[src/rtl/cam_ctrl_pkg.sv]
// Shared types for the CAM fill controller: FSM state encoding and an index-width helper.
package cam_ctrl_pkg;

  typedef enum logic [2:0] {
    IDLE,
    LOOKUP,
    MISS_REQ,
    MISS_WAIT,
    FILL,
    RESP,
    FLUSH
  } state_t;

  // Bits needed to index n entries; never less than one.
  function automatic int idx_width(input int n);
    return (n > 1) ? $clog2(n) : 1;
  endfunction

endpackage

[src/rtl/cam_victim_sel.sv]
// Victim slot choice: lowest-index free slot, or the round-robin pointer once every slot is valid.
module cam_victim_sel
  import cam_ctrl_pkg::*;
#(
  parameter int WORDS     = 8,
  parameter int ADDR_LEFT = idx_width(WORDS) - 1
) (
  input  logic [WORDS-1:0]  valid,
  input  logic [ADDR_LEFT:0] rr_ptr,
  output logic [ADDR_LEFT:0] victim,
  output logic               all_valid
);

  localparam int AW = ADDR_LEFT + 1;

  logic [ADDR_LEFT:0] free_idx;

  always_comb begin
    // NOTE: every always_comb output gets a default first so no path leaves it unassigned (no latch).
    free_idx = '0;
    for (int i = WORDS - 1; i >= 0; i--) begin
      if (!valid[i]) free_idx = AW'(i);
    end
    all_valid = &valid;
    victim    = all_valid ? rr_ptr : free_idx;
  end

endmodule

[src/rtl/cam_fill_ctrl.sv]
// Sequencing controller in front of the CAM: lookup, miss fetch and fill, and full-cache flush.
module cam_fill_ctrl
  import cam_ctrl_pkg::*;
#(
  parameter int WORDS     = 8,
  parameter int BITS      = 8,
  parameter int TAG_SZ    = 8,
  parameter int ADDR_LEFT = idx_width(WORDS) - 1
) (
  input  logic                clk,
  input  logic                rst_,
  input  logic                req_valid,
  output logic                req_ready,
  input  logic [TAG_SZ-1:0]   req_tag,
  input  logic                flush_req,
  output logic                flush_done,
  output logic                rsp_valid,
  output logic                rsp_hit,
  output logic [BITS-1:0]     rsp_data,
  output logic                mem_req_valid,
  input  logic                mem_req_ready,
  output logic [TAG_SZ-1:0]   mem_req_tag,
  input  logic                mem_rsp_valid,
  input  logic [BITS-1:0]     mem_rsp_data,
  output logic                cam_read,
  output logic [TAG_SZ-1:0]   cam_check_tag,
  input  logic                cam_found,
  input  logic [BITS-1:0]     cam_data,
  input  logic                cam_full,
  output logic                cam_write_,
  output logic [ADDR_LEFT:0]  cam_w_addr,
  output logic [BITS-1:0]     cam_wdata,
  output logic [TAG_SZ-1:0]   cam_new_tag,
  output logic                cam_new_valid
);

  localparam int AW = ADDR_LEFT + 1;

  state_t              state;
  logic                idle_q;
  logic [TAG_SZ-1:0]   tag_q;
  logic [BITS-1:0]     data_q;
  logic                hit_q;
  logic [WORDS-1:0]    shadow_valid;
  logic [ADDR_LEFT:0]  rr_ptr;
  logic [ADDR_LEFT:0]  flush_cnt;
  logic [ADDR_LEFT:0]  victim;
  logic                all_valid;

  cam_victim_sel #(
    .WORDS     (WORDS),
    .ADDR_LEFT (ADDR_LEFT)
  ) u_victim_sel (
    .valid     (shadow_valid),
    .rr_ptr    (rr_ptr),
    .victim    (victim),
    .all_valid (all_valid)
  );

  // A pending flush wins over a lookup, so the request is refused in that same cycle.
  assign req_ready = idle_q & ~flush_req;

  always_ff @(posedge clk or negedge rst_) begin
    if (!rst_) begin
      state         <= IDLE;
      idle_q        <= 1'b1;
      tag_q         <= '0;
      data_q        <= '0;
      hit_q         <= 1'b0;
      shadow_valid  <= '0;
      rr_ptr        <= '0;
      flush_cnt     <= '0;
      flush_done    <= 1'b0;
      rsp_valid     <= 1'b0;
      rsp_hit       <= 1'b0;
      rsp_data      <= '0;
      mem_req_valid <= 1'b0;
      mem_req_tag   <= '0;
      cam_read      <= 1'b0;
      cam_check_tag <= '0;
      cam_write_    <= 1'b1;
      cam_w_addr    <= '0;
      cam_wdata     <= '0;
      cam_new_tag   <= '0;
      cam_new_valid <= 1'b0;
    end else begin
      // NOTE: non-blocking assignments here so every register samples pre-edge values.
      // Outputs default to their quiet values; each branch re-asserts what the next state drives.
      idle_q        <= 1'b0;
      flush_done    <= 1'b0;
      rsp_valid     <= 1'b0;
      rsp_hit       <= 1'b0;
      rsp_data      <= '0;
      mem_req_valid <= 1'b0;
      mem_req_tag   <= '0;
      cam_read      <= 1'b0;
      cam_check_tag <= '0;
      cam_write_    <= 1'b1;
      cam_w_addr    <= '0;
      cam_wdata     <= '0;
      cam_new_tag   <= '0;
      cam_new_valid <= 1'b0;

      unique case (state)
        IDLE: begin
          if (flush_req) begin
            state      <= FLUSH;
            flush_cnt  <= '0;
            cam_write_ <= 1'b0;
          end else if (req_valid) begin
            state         <= LOOKUP;
            tag_q         <= req_tag;
            cam_read      <= 1'b1;
            cam_check_tag <= req_tag;
          end else begin
            idle_q <= 1'b1;
          end
        end

        LOOKUP: begin
          if (cam_found) begin
            state     <= RESP;
            data_q    <= cam_data;
            hit_q     <= 1'b1;
            rsp_valid <= 1'b1;
            rsp_hit   <= 1'b1;
            rsp_data  <= cam_data;
          end else begin
            state         <= MISS_REQ;
            mem_req_valid <= 1'b1;
            mem_req_tag   <= tag_q;
          end
        end

        MISS_REQ: begin
          if (mem_req_ready) begin
            state <= MISS_WAIT;
          end else begin
            mem_req_valid <= 1'b1;
            mem_req_tag   <= tag_q;
          end
        end

        MISS_WAIT: begin
          if (mem_rsp_valid) begin
            state         <= FILL;
            data_q        <= mem_rsp_data;
            hit_q         <= 1'b0;
            cam_write_    <= 1'b0;
            cam_w_addr    <= victim;
            cam_wdata     <= mem_rsp_data;
            cam_new_tag   <= tag_q;
            cam_new_valid <= 1'b1;
          end
        end

        FILL: begin
          // Shadow state is stable since MISS_WAIT, so all_valid still describes this victim.
          shadow_valid[cam_w_addr] <= 1'b1;
          if (all_valid) rr_ptr <= (rr_ptr == AW'(WORDS - 1)) ? '0 : rr_ptr + 1'b1;
          state     <= RESP;
          rsp_valid <= 1'b1;
          rsp_hit   <= hit_q;
          rsp_data  <= data_q;
        end

        RESP: begin
          state  <= IDLE;
          idle_q <= 1'b1;
        end

        FLUSH: begin
          shadow_valid[flush_cnt] <= 1'b0;
          if (flush_cnt == AW'(WORDS - 1)) begin
            state      <= IDLE;
            idle_q     <= 1'b1;
            flush_done <= 1'b1;
            rr_ptr     <= '0;
          end else begin
            flush_cnt  <= flush_cnt + 1'b1;
            cam_write_ <= 1'b0;
            cam_w_addr <= flush_cnt + 1'b1;
          end
        end

        default: begin
          state  <= IDLE;
          idle_q <= 1'b1;
        end
      endcase
    end
  end

  // The shadow copy must agree with the CAM's own full flag once each write has landed.
  a_full_tracks: assert property (@(posedge clk) disable iff (!rst_)
    !$past(cam_write_) |-> ((&shadow_valid) == cam_full));

endmodule

[config.mk]
export PLATFORM = sky130hd
export DESIGN_NAME = cam_fill_ctrl
export DESIGN_NICKNAME = d
export VERILOG_FILES = /design/src/rtl/cam_ctrl_pkg.sv /design/src/rtl/cam_victim_sel.sv /design/src/rtl/cam_fill_ctrl.sv
export SDC_FILE = /design/constraint.sdc
export NUM_CORES = 1
export LEC_CHECK = 0
export ABC_AREA = 1
export BUFFER_PORTS_ARGS = -buffer_cell sky130_fd_sc_hd__buf_2
export CORE_MARGIN = 2
export CORE_UTILIZATION = 40
export DETAILED_ROUTE_END_ITERATION = 16
export MAX_ROUTING_LAYER = met4
export PLACE_DENSITY = 0.65
export SLEW_MARGIN = 20
export SYNTH_ARGS = -nofsm -noshare
export SYNTH_HDL_FRONTEND = slang
export SYNTH_HIERARCHICAL = 1
export SYNTH_SLANG_ARGS = --single-unit
[constraint.sdc]
create_clock -name clk -period 1.46 [get_ports clk]
set_clock_uncertainty 0.05 [all_clocks]
set_input_delay 0.219 -clock clk [delete_from_list [all_inputs] [get_ports clk]]
set_output_delay 0.219 -clock clk [all_outputs]
set_load 0.1 [all_outputs]
==> summary.txt <==
Die
  – Die area: approximately 0.0097 mm2
  – Initial Utilization: between 40% and 50%
  – Core area: roughly 0.0087 mm2
  – Die width: a little under 100 um
  – Ports: between 80 and 90
  – Chip Height: between 90 and 100 um
  – Row cnt: 34

Worst setup path
  – CP Data Arrival Time: about 1200 ps
  – FF-to-FF setup slack: approximately 70 ps
  – Setup crit start kind: register
  – R2R depth: 8
  – Worst r2r src: flush_cnt[0]
  – Max Fanout on Critical Path: 1
  – Crit. End Element: output pin
  – Req. time, crit path: between 1000 and 1500 ps
  – Crit Path Category: register to output pin
  – Crit Reg-Reg Endpoint: state[2]

Drt
  – Final WL: between 7 and 8 mm
  – Iter 0 DRT Violations: approximately 120
  – DRC Markers: 0
  – DR WL/cell: 12.7 um
  – Via density: roughly 4.6
  – 1st-pass router iterations: 4
  – Antenna Nets Post-Route: 0
  – Via count: between 2000 and 3000

Power and ir drop
  – Worst ir drop on vdd: ~0.00080 V
  – Gate power share: 45.9%
  – Power Density: ~2000 mW/mm2
  – P_sw: ~4300 uW
  – Switch share: between 40% and 50%
  – Internal power: 5040 uW
  – Share of power burned in the clock network: approximately a fifth
  – Leakage: between 0.002 and 0.003 uW
  – Sequential Power Share: 34.8%

Layout
  – Leading cell type in the layout, fill and taps excluded: dfrtp_1
  – Area of the multi-input gates: around 0.0012 mm2
  – Commonest non-fill, non-tap cells in the layout: 79 x dfrtp_1, 76 x nand2_1, 75 x buf_2, 53 x inv_1, 48 x nor2_1
  – Area grow syn2layout: 27.2%
  – Fillcell total: roughly 840
  – Final core occ: between 50% and 60%
  – Post-Layout Inst Area: 0.00455 mm2
  – Area occupied by registers: between 0.002 and 0.0025 mm2
  – Fraction of layout cells with a size suffix above 1: between 30% and 40%
  – Non-filler instance count after layout: 599
  – Ant diodes: 0
  – Nets@finish: around 520

Placement
  – Port Buf Inserts: 81
  – Placed Area: 0.00428 mm2
  – Placed Instances: about 580
  – GP Congestion: 0.912
  – Pre-CTS setup slack: 33.9 ps
  – Dpl hpwl: about 5.6 mm

GRT
  – GRT Total Usage: around 17%
  – GR met1 Demand/Resource: between 20% and 30%
  – Vias in the first global route: 2770
  – Most used routing layer: met2
  – Initial antenna violation count: 0
  – Global Route met2 Usage: a little over a quarter
  – M3 GR Usage: ~3.7%
  – First-pass GRT wire length: 12.5 mm
  – Largest net degree at the start of global routing: 86
  – Overflow after GRT: 0

Worst hold path
  – Min-Delay Path Class: primary input to register
  – Hold_sp: req_tag[6]
  – Hold path depth: 3
  – Hold worst-path end: cam_check_tag[6]

STA
  – Slew at the pin with the worst max-slew slack: approximately 500 ps
  – Slew headroom: 66.6%
  – RSZ-0062 raised after global routing: true
  – FMAX: between 0.6 and 0.7 GHz
  – Setup TNS: -12.1 ps
  – Final setup viols: 1
  – Final worst-path cycle share: 101%
  – Final WS setup: -12.1 ps
  – Fin. Hold Viols: 0
  – Fin crit period: 1470 ps
  – Max Slew Vio Count: 0

CTS
  – Root Driver: clkbuf_8
  – CTS tree: yes
  – Worst-Skew Late Latency: approximately 350 ps
  – H-Tree Depth: 3
  – Max Root-Sink Buffers: 2
  – CTS sink count: 85
  – Num CTS Buffers: 9
  – Clk slew on worst S/H paths: 80 ps

Synth
  – Mapped Area: ~0.0036 mm2
  – YS warnings: 6
  – Cells after synthesis: roughly 380
  – Sequential fraction of the synthesis area: roughly three fifths
  – Avg Inst Size Synth: around 9.3 um2
  – Synth Register Bits: 85
  – Synth cell types: 30
  – Syn_nets: between 400 and 500

Job
  – Number of max-cap violations: 0

Outcome
  – Status: finished, violations left
  – Failing checks: setup timing
## state kept, by name, indices dropped and copies added, names as in the netlist
| signal | flops |
|---|---|
| cam_check_tag | 8 |
| cam_new_tag | 8 |
| cam_wdata | 8 |
| data_q | 8 |
| mem_req_tag | 8 |
| rsp_data | 8 |
| shadow_valid | 8 |
| tag_q | 8 |
| cam_w_addr | 3 |
| flush_cnt | 3 |
| rr_ptr | 3 |
| state | 3 |
| cam_new_valid | 1 |
| cam_read | 1 |
| cam_write_ | 1 |
| flush_done | 1 |
| hit_q | 1 |
| idle_q | 1 |
| mem_req_valid | 1 |
| rsp_hit | 1 |
| rsp_valid | 1 |
## critical path: stages, from the launching register on
cell and delay [ps]:
dfstp_2 530, inv_2 40, nor2_4 100, buf_12 180
## final cells by class
| type | count | share of cell area, % |
|---|---|---|
| Tap cell | 108 | 2.97 |
| Clock inverter | 3 | 1.51 |
| Clock buffer | 13 | 3.27 |
| Inverter | 60 | 4.98 |
| Timing Repair Buffer | 102 | 14.7 |
| Sequential cell | 85 | 46.9 |
| Multi-Input combinational cell | 228 | 25.7 |
## cell usage after synthesis
cell | instances | share of area (%)
dfrtp_1 | 83 | 58
nand2_1 | 76 | 8.0
inv_1 | 54 | 5.7
nor2_1 | 51 | 5.3
nand3_1 | 25 | 3.5
o21ai_0 | 24 | 3.4
o21ai_1 | 9 | 1.3
o22ai_1 | 8 | 1.4
buf_6 | 6 | 1.9
inv_2 | 5 | 0.52
a22oi_1 | 4 | 0.84
ha_1 | 4 | 1.4
nand2_4 | 4 | 1.3
nand2_2 | 3 | 0.52
nand4_1 | 3 | 0.52
o21ai_2 | 3 | 0.73
buf_2 | 2 | 0.28
dfstp_2 | 2 | 1.5
nand3_2 | 2 | 0.56
nand3b_1 | 2 | 0.42
nor2_2 | 2 | 0.35
nor2_8 | 2 | 1.1
nor3_1 | 2 | 0.28
a21oi_1 | 1 | 0.14
a31oi_1 | 1 | 0.17
buf_4 | 1 | 0.21
clkbuf_1 | 1 | 0.10
clkinv_2 | 1 | 0.14
nand3b_2 | 1 | 0.31
o211ai_1 | 1 | 0.21
## metrics by stage
stage / total power, uW / hold WS, ps
after detailed placement: 7480 / 238
final: 9300 / 44.6
after global placement: 7410 / 239
after floorplan: 6470 / -127
after global routing: 9790 / 45.9
after CTS: 9310 / 22.5
## worst max-delay path by stage
stage | from | to | depth (start not counted)
after floorplan | idle_q | req_ready | 2
after global placement | flush_cnt[0] | state[0] | 8
after detailed placement | flush_cnt[0] | state[2] | 8
after CTS | idle_q | req_ready | 3
after global routing | idle_q | req_ready | 3
final | idle_q | req_ready | 3
## what timing repair did
action | CTS | global route
endpoints found under the setup margin | 1 | 24
gates resized for setup | 2 | 8
cloned | 0 | 0
buffers inserted | 0 | 1
hold buffers | 1 | 0
pin swaps | 1 | 1
endpoints found under the hold margin | 83 | 0
## cells by family after synthesis
kind of cell,Yosys count,synth area share [%]
AOI/OAI and AO/OA,51,8.11
DFF,85,59.5
adders and majority gates,4,1.40
and+or+nand+nor,173,22.2
buffers and inverters,70,8.81
## routing by layer
layer | wire length [um] | part of all wire [%] | up-vias
met3 | 431 | 5.7 | 14
met1 | 3390 | 45 | 1288
met4 | 188 | 2.5 | 0
met2 | 3600 | 47 | 76
met5 | 0 | 0 | -
li1 | - | - | 1405
## power by group through the flow
stage | Combinational (uW) | Sequential, uW | Clock [uW]
final | 4270 | 3230 | 1790
after floorplan | 1600 | 4870 | 0
after global placement | 4160 | 3240 | 0
after global routing | 4580 | 3290 | 1920
after detailed placement | 4210 | 3270 | 0
after CTS | 4240 | 3230 | 1850
Power figures use the tool's default switching activity.
